[src/rtl/riscv_ctrl_pkg.sv]
// riscv_ctrl_pkg: shared encodings for the multicycle RV32I sequencer
package riscv_ctrl_pkg;
    localparam logic [6:0] OP_R      = 7'b0110011;
    localparam logic [6:0] OP_I      = 7'b0010011;
    localparam logic [6:0] OP_LOAD   = 7'b0000011;
    localparam logic [6:0] OP_STORE  = 7'b0100011;
    localparam logic [6:0] OP_BRANCH = 7'b1100011;
    localparam logic [6:0] OP_JAL    = 7'b1101111;
    localparam logic [6:0] OP_JALR   = 7'b1100111;
    localparam logic [3:0] ALU_ADD  = 4'b0000;
    localparam logic [3:0] ALU_SUB  = 4'b0001;
    localparam logic [3:0] ALU_AND  = 4'b0010;
    localparam logic [3:0] ALU_OR   = 4'b0011;
    localparam logic [3:0] ALU_XOR  = 4'b0100;
    localparam logic [3:0] ALU_SLL  = 4'b0101;
    localparam logic [3:0] ALU_SRL  = 4'b0110;
    localparam logic [3:0] ALU_SRA  = 4'b0111;
    localparam logic [3:0] ALU_SLT  = 4'b1000;
    localparam logic [3:0] ALU_SLTU = 4'b1001;
    localparam logic [1:0] SRC_RS2 = 2'b00;
    localparam logic [1:0] SRC_IMM = 2'b01;
    localparam logic [1:0] WB_ALU = 2'b00;
    localparam logic [1:0] WB_MEM = 2'b01;
    localparam logic [1:0] WB_PC4 = 2'b10;
    localparam logic [1:0] PC_PLUS4 = 2'b00;
    localparam logic [1:0] PC_REL   = 2'b01;
    localparam logic [1:0] PC_JALR  = 2'b10;
    localparam logic [1:0] CAUSE_NONE    = 2'b00;
    localparam logic [1:0] CAUSE_ILLEGAL = 2'b01;
    localparam logic [1:0] CAUSE_TIMEOUT = 2'b10;
    localparam logic [2:0] S_IDLE   = 3'd0;
    localparam logic [2:0] S_FETCH  = 3'd1;
    localparam logic [2:0] S_DECODE = 3'd2;
    localparam logic [2:0] S_EXEC   = 3'd3;
    localparam logic [2:0] S_MEM    = 3'd4;
    localparam logic [2:0] S_WB     = 3'd5;
    localparam logic [2:0] S_TRAP   = 3'd6;
    typedef enum logic [2:0] {C_R, C_I, C_LOAD, C_STORE, C_BRANCH, C_JAL, C_JALR} iclass_t;
endpackage

[src/rtl/mc_decode.sv]
// mc_decode: combinational IR field decode into class, ALU controls and legality
module mc_decode
    import riscv_ctrl_pkg::*;
(
    input  logic [6:0] opc,
    input  logic [2:0] f3,
    input  logic [6:0] f7,
    output iclass_t    cls,
    output logic [3:0] alu_op,
    output logic [1:0] alu_src,
    output logic       illegal
);
    logic [3:0] f3_op;
    logic       is_r;
    assign is_r = opc == OP_R;
    always_comb begin
        cls = C_R;
        illegal = 1'b0;
        case (opc)
            OP_R:      cls = C_R;
            OP_I:      cls = C_I;
            OP_LOAD:   cls = C_LOAD;
            OP_STORE:  cls = C_STORE;
            OP_BRANCH: cls = C_BRANCH;
            OP_JAL:    cls = C_JAL;
            OP_JALR:   cls = C_JALR;
            default:   illegal = 1'b1;
        endcase
        if (is_r && f7 != 7'b0000000 && !(f7 == 7'b0100000 && (f3 == 3'b000 || f3 == 3'b101)))
            illegal = 1'b1;
    end
    // R-type selects sub/sra with funct7[5]; I-type shifts use the whole funct7 field
    always_comb begin
        f3_op = ALU_ADD;
        case (f3)
            3'b000: f3_op = (is_r && f7[5]) ? ALU_SUB : ALU_ADD;
            3'b001: f3_op = ALU_SLL;
            3'b010: f3_op = ALU_SLT;
            3'b011: f3_op = ALU_SLTU;
            3'b100: f3_op = ALU_XOR;
            3'b101: f3_op = (is_r ? f7[5] : |f7) ? ALU_SRA : ALU_SRL;
            3'b110: f3_op = ALU_OR;
            3'b111: f3_op = ALU_AND;
        endcase
    end
    assign alu_op  = (cls == C_R || cls == C_I) ? f3_op : (cls == C_BRANCH) ? ALU_SUB : ALU_ADD;
    assign alu_src = (cls == C_R || cls == C_BRANCH) ? SRC_RS2 : SRC_IMM;
endmodule

[src/rtl/multicycle_seq_ctrl.sv]
// multicycle_seq_ctrl: FETCH/DECODE/EXEC/MEM/WB sequencer driving a shared ALU and memory port
module multicycle_seq_ctrl
    import riscv_ctrl_pkg::*;
#(
    parameter int MAX_WAIT = 16,
    parameter int WAIT_W   = 5
) (
    input  logic        clk,
    input  logic        rst_n,
    input  logic        en,
    input  logic [31:0] mem_rdata,
    input  logic        mem_ready,
    input  logic        br_taken,
    output logic        mem_req,
    output logic        mem_we,
    output logic        mem_instr,
    output logic        ir_write,
    output logic [1:0]  alu_src,
    output logic [3:0]  alu_op,
    output logic        reg_write,
    output logic [1:0]  wb_sel,
    output logic        pc_write,
    output logic [1:0]  pc_src,
    output logic        instr_retired,
    output logic        trap,
    output logic [1:0]  trap_cause
);
    logic [2:0]        state, state_nx;
    logic [6:0]        opc, f7;
    logic [2:0]        f3;
    logic [WAIT_W-1:0] wait_cnt;
    logic [1:0]        cause;
    iclass_t           cls;
    logic [3:0]        dec_op;
    logic [1:0]        dec_src;
    logic              illegal, stall, timeout, retire, is_jmp, is_ctl, alu_on;
    logic              unused_rdata;
    assign unused_rdata = ^{mem_rdata[24:15], mem_rdata[11:7]};
    mc_decode u_decode (
        .opc(opc), .f3(f3), .f7(f7),
        .cls(cls), .alu_op(dec_op), .alu_src(dec_src), .illegal(illegal)
    );
    assign is_jmp  = cls == C_JAL || cls == C_JALR;
    assign is_ctl  = is_jmp || cls == C_BRANCH;
    assign alu_on  = state == S_EXEC || state == S_MEM;
    assign stall   = mem_req && !mem_ready;
    assign timeout = (MAX_WAIT > 0) && stall && wait_cnt == WAIT_W'(MAX_WAIT - 1);
    assign mem_req   = state == S_FETCH || state == S_MEM;
    assign mem_instr = state == S_FETCH;
    assign mem_we    = state == S_MEM && cls == C_STORE;
    assign ir_write  = state == S_FETCH && mem_ready;
    assign alu_op    = alu_on ? dec_op : ALU_ADD;
    assign alu_src   = alu_on ? dec_src : SRC_RS2;
    assign retire    = state == S_WB || (state == S_EXEC && is_ctl) || (state == S_MEM && mem_ready && cls == C_STORE);
    assign reg_write = state == S_WB || (state == S_EXEC && is_jmp);
    assign wb_sel    = state == S_WB ? (cls == C_LOAD ? WB_MEM : WB_ALU) : (state == S_EXEC && is_jmp) ? WB_PC4 : WB_ALU;
    assign pc_write  = retire;
    assign pc_src    = state != S_EXEC ? PC_PLUS4 : cls == C_JALR ? PC_JALR :
                       (cls == C_JAL || (cls == C_BRANCH && br_taken)) ? PC_REL : PC_PLUS4;
    assign instr_retired = retire;
    assign trap       = state == S_TRAP;
    assign trap_cause = cause;
    always_comb begin
        state_nx = state;
        case (state)
            S_IDLE:   state_nx = en ? S_FETCH : S_IDLE;
            S_FETCH:  state_nx = mem_ready ? S_DECODE : timeout ? S_TRAP : S_FETCH;
            S_DECODE: state_nx = illegal ? S_TRAP : S_EXEC;
            S_EXEC:   state_nx = (cls == C_R || cls == C_I) ? S_WB : (cls == C_LOAD || cls == C_STORE) ? S_MEM :
                                 en ? S_FETCH : S_IDLE;
            S_MEM:    state_nx = !mem_ready ? (timeout ? S_TRAP : S_MEM) : cls == C_LOAD ? S_WB : en ? S_FETCH : S_IDLE;
            S_WB:     state_nx = en ? S_FETCH : S_IDLE;
            default:  state_nx = S_TRAP;
        endcase
    end
    // Stall count restarts whenever the port is not stalled, which covers entry and every handshake
    always_ff @(posedge clk or negedge rst_n) begin
        if (!rst_n) begin
            state    <= S_IDLE;
            opc      <= '0;
            f3       <= '0;
            f7       <= '0;
            wait_cnt <= '0;
            cause    <= CAUSE_NONE;
        end else begin
            state    <= state_nx;
            wait_cnt <= stall ? wait_cnt + 1'b1 : '0;
            if (ir_write)
                {f7, f3, opc} <= {mem_rdata[31:25], mem_rdata[14:12], mem_rdata[6:0]};
            if (state_nx == S_TRAP && state != S_TRAP)
                cause <= state == S_DECODE ? CAUSE_ILLEGAL : CAUSE_TIMEOUT;
        end
    end
endmodule
[config.mk]
export PLATFORM = sky130hd
export DESIGN_NAME = multicycle_seq_ctrl
export DESIGN_NICKNAME = d
export VERILOG_FILES = /design/src/rtl/riscv_ctrl_pkg.sv /design/src/rtl/mc_decode.sv /design/src/rtl/multicycle_seq_ctrl.sv
export SDC_FILE = /design/constraint.sdc
export NUM_CORES = 1
export LEC_CHECK = 0
export ABC_AREA = 1
export CORE_MARGIN = 2
export CORE_UTILIZATION = 45
export CTS_BUF_LIST = sky130_fd_sc_hd__clkbuf_16
export CTS_CLUSTER_DIAMETER = 80
export CTS_CLUSTER_SIZE = 30
export DETAILED_ROUTE_END_ITERATION = 8
export PLACE_DENSITY = 0.86
export SLEW_MARGIN = 20
export SYNTH_ARGS = -nofsm -noshare
export SYNTH_HDL_FRONTEND = slang
export SYNTH_HIERARCHICAL = 1
export SYNTH_SLANG_ARGS = --single-unit
[constraint.sdc]
create_clock -name clk -period 2.05 [get_ports clk]
set_input_delay 0.41 -clock clk [delete_from_list [all_inputs] [get_ports clk]]
set_output_delay 0.41 -clock clk [all_outputs]
set_load 0.02 [all_outputs]
After elaboration in Yosys (flattened, before gate mapping)
Index checks and enable logic that the tools add are counted.
{"block": "word_totals", "ff_bits": 27, "input_bits": 37, "output_inout_bits": 20, "wordCells": 103}
{"block": "op_classes", "addsub": 1, "eq_ne": 31, "muxes": 30, "reduce_logical": 35}
{"op": "3-bit == test, second input constant", "n": 11}
{"op": "4-bit one-hot mux with 8 select lines", "n": 1}
{"op": "7-bit by 6-bit == test with 1-bit output, second input constant", "n": 3}
{"op": "7-bit == test, second input constant", "n": 3}
{"op": "3-bit two-way mux", "n": 7}
{"op": "3-bit by 2-bit == test with 1-bit output, second input constant", "n": 6}
{"op": "3-bit one-hot mux with 6 select lines", "n": 1}
{"op": "3-bit one-hot mux with 5 select lines", "n": 1}
{"op": "1-bit logical AND", "n": 14}
{"op": "2-bit two-way mux", "n": 7}
{"op": "7-bit OR reduction", "n": 2}
{"op": "1-bit logical OR", "n": 12}
{"op": "1-bit two-way mux", "n": 10}
{"op": "3-bit by 1-bit == test with 1-bit output, second input constant", "n": 3}
{"op": "3-bit zero test", "n": 3}
{"op": "4-bit two-way mux", "n": 2}
{"op": "7-bit by 2-bit == test with 1-bit output, second input constant", "n": 1}
{"op": "7-bit by 5-bit == test with 1-bit output, second input constant", "n": 1}
{"op": "7-bit nonzero test", "n": 1}
{"op": "5-bit by 1-bit adder with 5-bit output, second input constant", "n": 1}
{"op": "5-bit by 4-bit == test with 1-bit output, second input constant", "n": 1}
{"op": "5-bit two-way mux", "n": 1}
{"op": "3-bit by 2-bit inequality test with 1-bit output, second input constant", "n": 1}
{"op": "3-bit inequality test, second input constant", "n": 1}
{"op": "other kinds (2)", "n": 3}

Longest topological paths before layout
Gate-level depths: netlist of run 1.
{"block": "logic_depth", "depth_word": 10, "ltp_mapped": 14, "depth_no_buf": 14}

Hierarchy
The synthesis of run 1 kept the hierarchy.
{"mod": "multicycle_seq_ctrl", "instances": 1, "cells_per_inst": 184, "area_each_um2": 1368.8, "seq_area_each_um2": 675.6}
{"mod": "mc_decode", "instances": 1, "cells_per_inst": 66, "area_each_um2": 316.6, "seq_area_each_um2": 0.0}

Worst setup path before layout of run 1
OpenSTA, ideal clock, no wires.
{"block": "synth_path", "path_type": "register to output", "start": "reg opc[4]", "end": "out pc_write", "t_arrival_ns": 2.242, "required_time_ns": 1.640, "slack_ns": -0.602, "path_stages_with_launch": 9, "path_buffers": 1, "path_cell_list": "dfrtp_1 > inv_2 > nand2_2 > nor2_4 > nand4_1 > nand2_2 > nand3_1 > o311ai_0 > buf_4"}
{"block": "synth_via", "elab_chain_cells": 8}
{"item": "start, declared", "line_no": "multicycle_seq_ctrl.sv:29", "rtl": "logic [6:0] opc, f7;"}
{"item": "start signal, assigned", "line_no": "multicycle_seq_ctrl.sv:89", "rtl": "{f7, f3, opc} <= {mem_rdata[31:25], mem_rdata[14:12], mem_rdata[6:0]};"}
{"item": "7-bit == test (tied with other cells)", "line_no": "mc_decode.sv:19", "rtl": "case (opc)"}
{"item": "3-bit one-hot mux with 6 select lines (*)", "line_no": "mc_decode.sv:19"}
{"item": "named net cls[1]", "line_no": "multicycle_seq_ctrl.sv:33", "rtl": "iclass_t cls;"}
{"item": "3-bit == test", "line_no": "multicycle_seq_ctrl.sv:43", "rtl": "assign is_jmp = cls == C_JAL || cls == C_JALR;"}
{"item": "1-bit logical OR", "line_no": "multicycle_seq_ctrl.sv:43"}
{"item": "1-bit logical OR", "line_no": "multicycle_seq_ctrl.sv:44", "rtl": "assign is_ctl = is_jmp || cls == C_BRANCH;"}
{"item": "1-bit logical AND", "line_no": "multicycle_seq_ctrl.sv:54", "rtl": "assign retire = state == S_WB || (state == S_EXEC && is_ctl) || (state == S_MEM && mem_ready && cls == C_STORE ..."}
{"item": "1-bit logical OR", "line_no": "multicycle_seq_ctrl.sv:54"}
{"item": "1-bit logical OR (*)", "line_no": "multicycle_seq_ctrl.sv:54"}
{"item": "end, declared", "line_no": "multicycle_seq_ctrl.sv:22", "rtl": "output logic pc_write,"}
The timed path passes the listed nets; every way through them passes the cells marked *.

Worst setup path in the final report of run 1
{"block": "layout_path", "start": "reg opc[1]", "end": "out alu_op[2]"}
{"block": "layout_via", "elab_chain_cells": 6}
{"item": "7-bit == test (tied with other cells)", "line_no": "mc_decode.sv:19"}
{"item": "3-bit one-hot mux with 6 select lines (*)", "line_no": "mc_decode.sv:19"}
{"item": "named net cls[2]", "line_no": "multicycle_seq_ctrl.sv:33"}
{"item": "3-bit by 1-bit == test with 1-bit output or 3-bit zero test (tied branches)", "line_no": "mc_decode.sv:46", "rtl": "assign alu_op = (cls == C_R || cls == C_I) ? f3_op : (cls == C_BRANCH) ? ALU_SUB : ALU_ADD;"}
{"item": "1-bit logical OR (*)", "line_no": "mc_decode.sv:46"}
{"item": "4-bit two-way mux (*)", "line_no": "mc_decode.sv:46"}
{"item": "named net dec_op[2]", "line_no": "multicycle_seq_ctrl.sv:34", "rtl": "logic [3:0] dec_op;"}
{"item": "4-bit two-way mux (*)", "line_no": "multicycle_seq_ctrl.sv:52", "rtl": "assign alu_op = alu_on ? dec_op : ALU_ADD;"}
{"item": "end, declared", "line_no": "multicycle_seq_ctrl.sv:19", "rtl": "output logic [3:0] alu_op,"}
Marks and branches as above.

==> results of run 1 <==
## registers in the layout, indices dropped and copies added (netlist names)
signal	cells
f7	7
state	3
opc	7
wait_cnt	5
trap_cause	2
f3	3
## layout make-up
class / count / area (sq um)
Inverter: 35 / 139
Multi-Input combinational cell: 183 / 968
Timing Repair Buffer: 81 / 704
Sequential cell: 27 / 676
Fill cell: 255 / 1010
Tap cell: 48 / 60.1
Clock buffer: 3 / 75.1
Clock inverter: 1 / 3.75
## worst max-delay path, stage by stage, from the launching register on
cell,delay (ps)
dfrtp_1,400
nand2_2,130
buf_6,120
inv_6,30
o211ai_2,70
inv_2,60
buf_4,160
nor2_4,150
inv_2,70
nor2_2,120
inv_1,50
nor2_1,130
buf_4,170
## through the flow
step / power (W) / setup slack (ps)
after floorplan: 0.000776 / -8.01
after global placement: 0.000939 / -367
after detailed placement: 0.000955 / -464
after CTS: 0.00142 / -129
after global routing: 0.00151 / -371
final: 0.00145 / -280
## per-layer routing
| layer | vias up | wire length, um | global-route usage, % |
|---|---|---|---|
| li1 | 931 | - | - |
| met1 | 927 | 1990 | 29.6 |
| met2 | 115 | 2620 | 44.3 |
| met3 | 21 | 359 | 3.25 |
| met4 | 0 | 221 | 12.8 |
| met5 | - | 0 | 0 |
## synthesized netlist by cell type, types with 2 or more instances
library cell / n / share of area, %
nand2_1: 92 / 20
nor2_1: 37 / 8.2
inv_1: 31 / 6.9
dfrtp_1: 27 / 40
nand3_1: 20 / 5.9
nand4_1: 6 / 2.2
inv_2: 4 / 0.89
nor2_4: 4 / 2.7
buf_4: 3 / 1.3
nand2_2: 3 / 1.1
a21oi_1: 2 / 0.59
ha_1: 2 / 1.5
nor2_2: 2 / 0.74
o21ai_0: 2 / 0.59
or2_2: 2 / 0.74
## where the power goes
group          total, W  switching, W  internal, W
registers      0.000627     0.0000382     0.000589
logic          0.000383      0.000199     0.000184
clock network  0.000435      0.000174     0.000261
## cells by family after synthesis
kind of cell,Yosys count,share of synthesized area [%]
other,1,0.223
DFF,27,40.1
xor gates and xnor gates,1,0.520
AOI/OAI and AO/OA,9,3.71
adders and majority gates,2,1.48
buffers and inverters,40,10.1
and+or+nand+nor,170,43.9
## timing repair
item,CTS,global route
pin swaps,21,9
hold buffers,0,0
setup endpoints to repair,17,17
setup buffers,6,2
gates resized for setup,98,19
## final timing paths
check	to	startpoint	slack [ps]
min in group asynchronous	f7[6]$_DFFE_PN0P_	rst_n	520
max in group asynchronous	state[1]$_DFF_PN0_	rst_n	1270
setup / recovery	alu_op[2]	opc[1]$_DFFE_PN0P_	-280
setup reg to reg	trap_cause[1]$_DFFE_PN0P_	f3[2]$_DFFE_PN0P_	50
hold reg to reg	f7[2]$_DFFE_PN0P_	f7[2]$_DFFE_PN0P_	470
hold / removal	f7[2]$_DFFE_PN0P_	f7[2]$_DFFE_PN0P_	470
==> reports/results.tsv, run 1 <==
metric	value	unit
Die W	65.2	um
I/O pins	57	
input/output buffers	40	
Clock Skew	1.02	ps
vias in the first global route	1857	
Max-Cap Viols	0	
Cells after DPL	366	
CP startpoint kind	register	
Ys Warns	6	
FMAX	429	MHz
Post-synth EDFFs	0	
worst hold slack	475	ps
clock latency at the later pin of the worst-skew pair	260	ps
Final period util	114	%
# diodes	0	
CP arrival	1920	ps
Power Dens Cells	550	nW/um^2
Die Y	65.2	um
Final Hold Vio Count	0	
layout cell share with drive strength beyond 1	30.6	%
CTS tree	yes	
Core Area	3630	sq um
routed wire length	5190	um
Row Count	22	
CTS buffer count	3	
Avg Cell Area, Syn	6.74	sq um
Setup TNS	-2700	ps
depth of the CTS H-tree	1	
outcome	complete, but fails checks	
Mapped Area	1690	sq um
Routed WL per cell	13.7	um
Slew Limit Fails	0	
CP Max Fanout	5	
RePlAce Congestion	0.866	
vias	1994	
most common library cell in the layout ignoring fill and taps	nand2_1	
Final Core Density	72.3	%
most frequent cells in the layout	86 x nand2_1, 44 x buf_4, 29 x nor2_1	
drt pass-1 iters	5	
crit path kind	register to output port	
initial antenna violation count	0	
global-route wire length before repair	8210	um
Area Growth Syn to Fin	55.8	%
routed vias/inst	5.28	
clk root buf	clkbuf_16	
FF+latch count, synth	27	
failing checks	setup timing	
hold depth	2	
Worst Reg2Reg Path Length in Cells	10	
Top FF cell, synth	dfrtp_1	
dpl hpwl	3320	um
Remaining DRCs	0	
DRT iter0 DRCs	133	
Initial Utilization	46.4	%
Placed Area	2370	sq um
fin cells	378	
die area	4250	sq um
worst hold path class	register to register	
LEAKAGE	1.36	nW
clk buf depth	2	
Seq/Total Area, Yosys	40.1	%
Post-synth ARST share	100	%
Worst Slack Setup Final	-280	ps
CTS clock-pin slew for the worst setup and hold paths	60	ps
total gr overflow	0	
Req. time, crit path	1640	ps
GRT Util Overall	25.0	%
RSZ-0062 raised after global routing	true	
Nets	370	
Synthesized Nets	289	
VDD IR max	0.000569	V
DRT antenna net count	0	
largest net degree at the start of global routing	28	
Distinct cells, synth	28	
Final setup viols	13	
# clock sinks	27	
Post-Syn Instances	250	
min cycle time layout	2330	ps
final instance area	2630	sq um
Worst setup EP type	output port	
No activity file was read; power rests on OpenSTA's default activity.
==> inputs of run 2 (changes only) <==
Settings changed: GPL_TIMING_DRIVEN from default to 0.
==> run 2 against run 1 <==
Effect of this change: the flow still finishes with violations (setup timing); critical path depth shrank 2; cell area shrank 8.5%; combinational power shrank 22%; utilization shrank 6.1 points; register-to-register slack gained 160 ps; global-route usage shrank 3.2 points; cell count shrank 6.3%; critical endpoint is now pc_write; largest cell class unchanged.
==> reports/results.tsv, run 2 (synthesis gave the netlist of run 1 again) <==
metric	value	unit	change
reg2reg end	trap_cause[0]$_DFFE_PN0P_		was trap_cause[1]$_DFFE_PN0P_
RePlAce Congestion	0.829		was 0.866
CP arrival	1860	ps	was 1920 ps
RSZ-0062 raised after global routing	true		unchanged
die area	4250	sq um	unchanged
min cycle time layout	2270	ps	was 2330 ps
Req. time, crit path	1640	ps	about the same
most frequent cells in the layout	89 x nand2_1, 32 x nor2_1, 26 x inv_1, 26 x dfrtp_1, 22 x clkdlybuf4s50_1		was 86 x nand2_1, 44 x buf_4, 29 x nor2_1
LEAKAGE	1.24	nW	was 1.36 nW
CTS tree	yes		unchanged
Least-Margin Pin Slew	601	ps	
delay-heaviest family, CP	simple AND/OR/NAND/NOR gates		was buffers and inverters
routed wire length	4270	um	was 5190 um
vias	1765		was 1994
initial antenna violation count	0		unchanged
Final period util	111	%	was 114%
Post-Place Worst Slack	-535	ps	was -464 ps
crit path kind	register to output port		unchanged
clock latency at the later pin of the worst-skew pair	260	ps	about the same
Final Hold Vio Count	0		unchanged
clk buf depth	2		unchanged
drt pass-1 iters	4		was 5
Nets	346		was 370
most used cell, CP	nand3_4		
Power Dens Cells	569	nW/um^2	was 550 nW/um^2
Die Y	65.2	um	unchanged
worst r2r src	opc[3]$_DFFE_PN0P_		was f3[2]$_DFFE_PN0P_
DRT antenna net count	0		unchanged
Final setup viols	11		was 13
Slew headroom	59.9	%	
FMAX	441	MHz	was 429 MHz
clk root buf	clkbuf_16		unchanged
Worst Path Buf+Inv	3		was 7
dpl hpwl	2870	um	was 3320 um
Initial Utilization	46.4	%	unchanged
Remaining DRCs	0		unchanged
# clock sinks	27		unchanged
Cells after DPL	338		was 366
Area Growth Syn to Fin	42.6	%	was 55.8%
CTS buffer count	3		unchanged
routed vias/inst	4.99		was 5.28
Worst Reg2Reg Path Length in Cells	13		was 10
VDD IR max	0.000312	V	was 0.000569 V
CP startpoint kind	register		unchanged
reg2reg setup slack	210	ps	was 50 ps
leading registers by flop count	f7 x7, opc x7, wait_cnt x5		unchanged
cts hold-fix bufs	0		unchanged
CP Max Fanout	4		was 5
Routed WL per cell	12.1	um	was 13.7 um
Worst setup EP type	output port		unchanged
largest net degree at the start of global routing	28		unchanged
Crit path largest cell delay	360	ps	was 400 ps
Slew Limit Fails	0		unchanged
Clock Skew	4.42	ps	was 1.02 ps
depth of the CTS H-tree	1		unchanged
Max-Cap Viols	0		unchanged
layout cell share with drive strength beyond 1	24.5	%	was 30.6%
outcome	complete, but fails checks		unchanged
# fillers	314		was 255
CTS clock-pin slew for the worst setup and hold paths	70	ps	was 60 ps
most common library cell in the layout ignoring fill and taps	nand2_1		unchanged
vias in the first global route	1681		was 1857
fin cells	354		was 378
overall power	0.00137	W	was 0.00145 W
GRT Util Overall	21.8	%	was 25.0%
global-route wire length before repair	7210	um	was 8210 um
Die W	65.2	um	unchanged
total gr overflow	0		unchanged
Core Area	3630	sq um	unchanged
Worst Slack Setup Final	-217	ps	was -280 ps
Slowest-stage cell, CP	dfrtp_1		unchanged
DRT iter0 DRCs	92		was 133
I/O pins	57		unchanged
cells along the critical path	nand2_2 -> nor2_2 -> nand3_1 -> inv_2 -> nand3_4 -> nand3_4 -> nand3_4 -> o311ai_4 -> buf_4 -> buf_6		was nand2_2 -> buf_6 -> inv_6 -> o211ai_2 -> inv_2 -> buf_4 -> nor2_4 -> inv_2 -> nor2_2 -> inv_1 -> nor2_1 -> buf_4
Row Count	22		unchanged
worst hold path class	primary input to async pin		was register to register
input/output buffers	40		unchanged
failing checks	setup timing		unchanged
# diodes	0		unchanged
## run 2: worst max-delay path by stage
stage                       start   endpoint  slack [ps]  cells past startpoint
2_1_floorplan  opc[4]$_DFFE_PN0P_  pc_src[0]          -8                      7
3_3_place_gp            mem_ready   ir_write        -540                      6
3_5_place_dp            mem_ready   ir_write        -530                      6
4_1_cts        opc[4]$_DFFE_PN0P_  reg_write        -150                     12
5_1_grt        opc[4]$_DFFE_PN0P_   pc_write        -310                      9
6_report       opc[1]$_DFFE_PN0P_   pc_write        -220                     10
## run 2: power breakdown
group / internal (W) / switching (W) / total, W / leakage [nW]
Combinational: 0.000141 / 0.000159 / 0.000300 / 0.857
Sequential: 0.000589 / 0.0000413 / 0.000630 / 0.342
Clock: 0.000261 / 0.000176 / 0.000437 / 0.0423
## run 2: stage by stage
step,hold WS [ps],TNS [ps],utilization [%],cell area (sq um)
finish,149,-1490,66.2,2400
global route,203,-2680,66.2,2400
CTS,174,-1130,62.9,2280
detailed placement,451,-4240,59.4,2160
global placement,454,-3790,59.5,2160
floorplan,114,-8.01,-,1700
## run 2: what timing repair did
| item | 4_1_cts | 5_1_grt |
|---|---|---|
| gates resized for setup | 81 | 26 |
| pin swaps | 10 | 13 |
| setup endpoints to repair | 16 | 16 |
| setup buffers | 9 | 4 |
## run 2: layer usage
| layer | track usage (%) | vias to the layer above | wire (um) |
|---|---|---|---|
| met5 | 0 | - | 0 |
| met4 | 9.38 | 0 | 108 |
| met3 | 3.42 | 11 | 210 |
| met2 | 38.4 | 59 | 2130 |
| met1 | 26.3 | 809 | 1820 |
| li1 | - | 886 | - |
## run 2: final cells by class
type                       count  area [sq um]  share of cell area (%)
tap                           48          60.1                    2.50
clock inverter                 1          3.75                   0.156
inverter                      35           131                    5.47
timing repair buffer          53           475                    19.8
clock buffer                   3          75.1                    3.12
buffer                         4          31.3                    1.30
sequential                    27           677                    28.2
multi-input combinational    183           950                    39.5
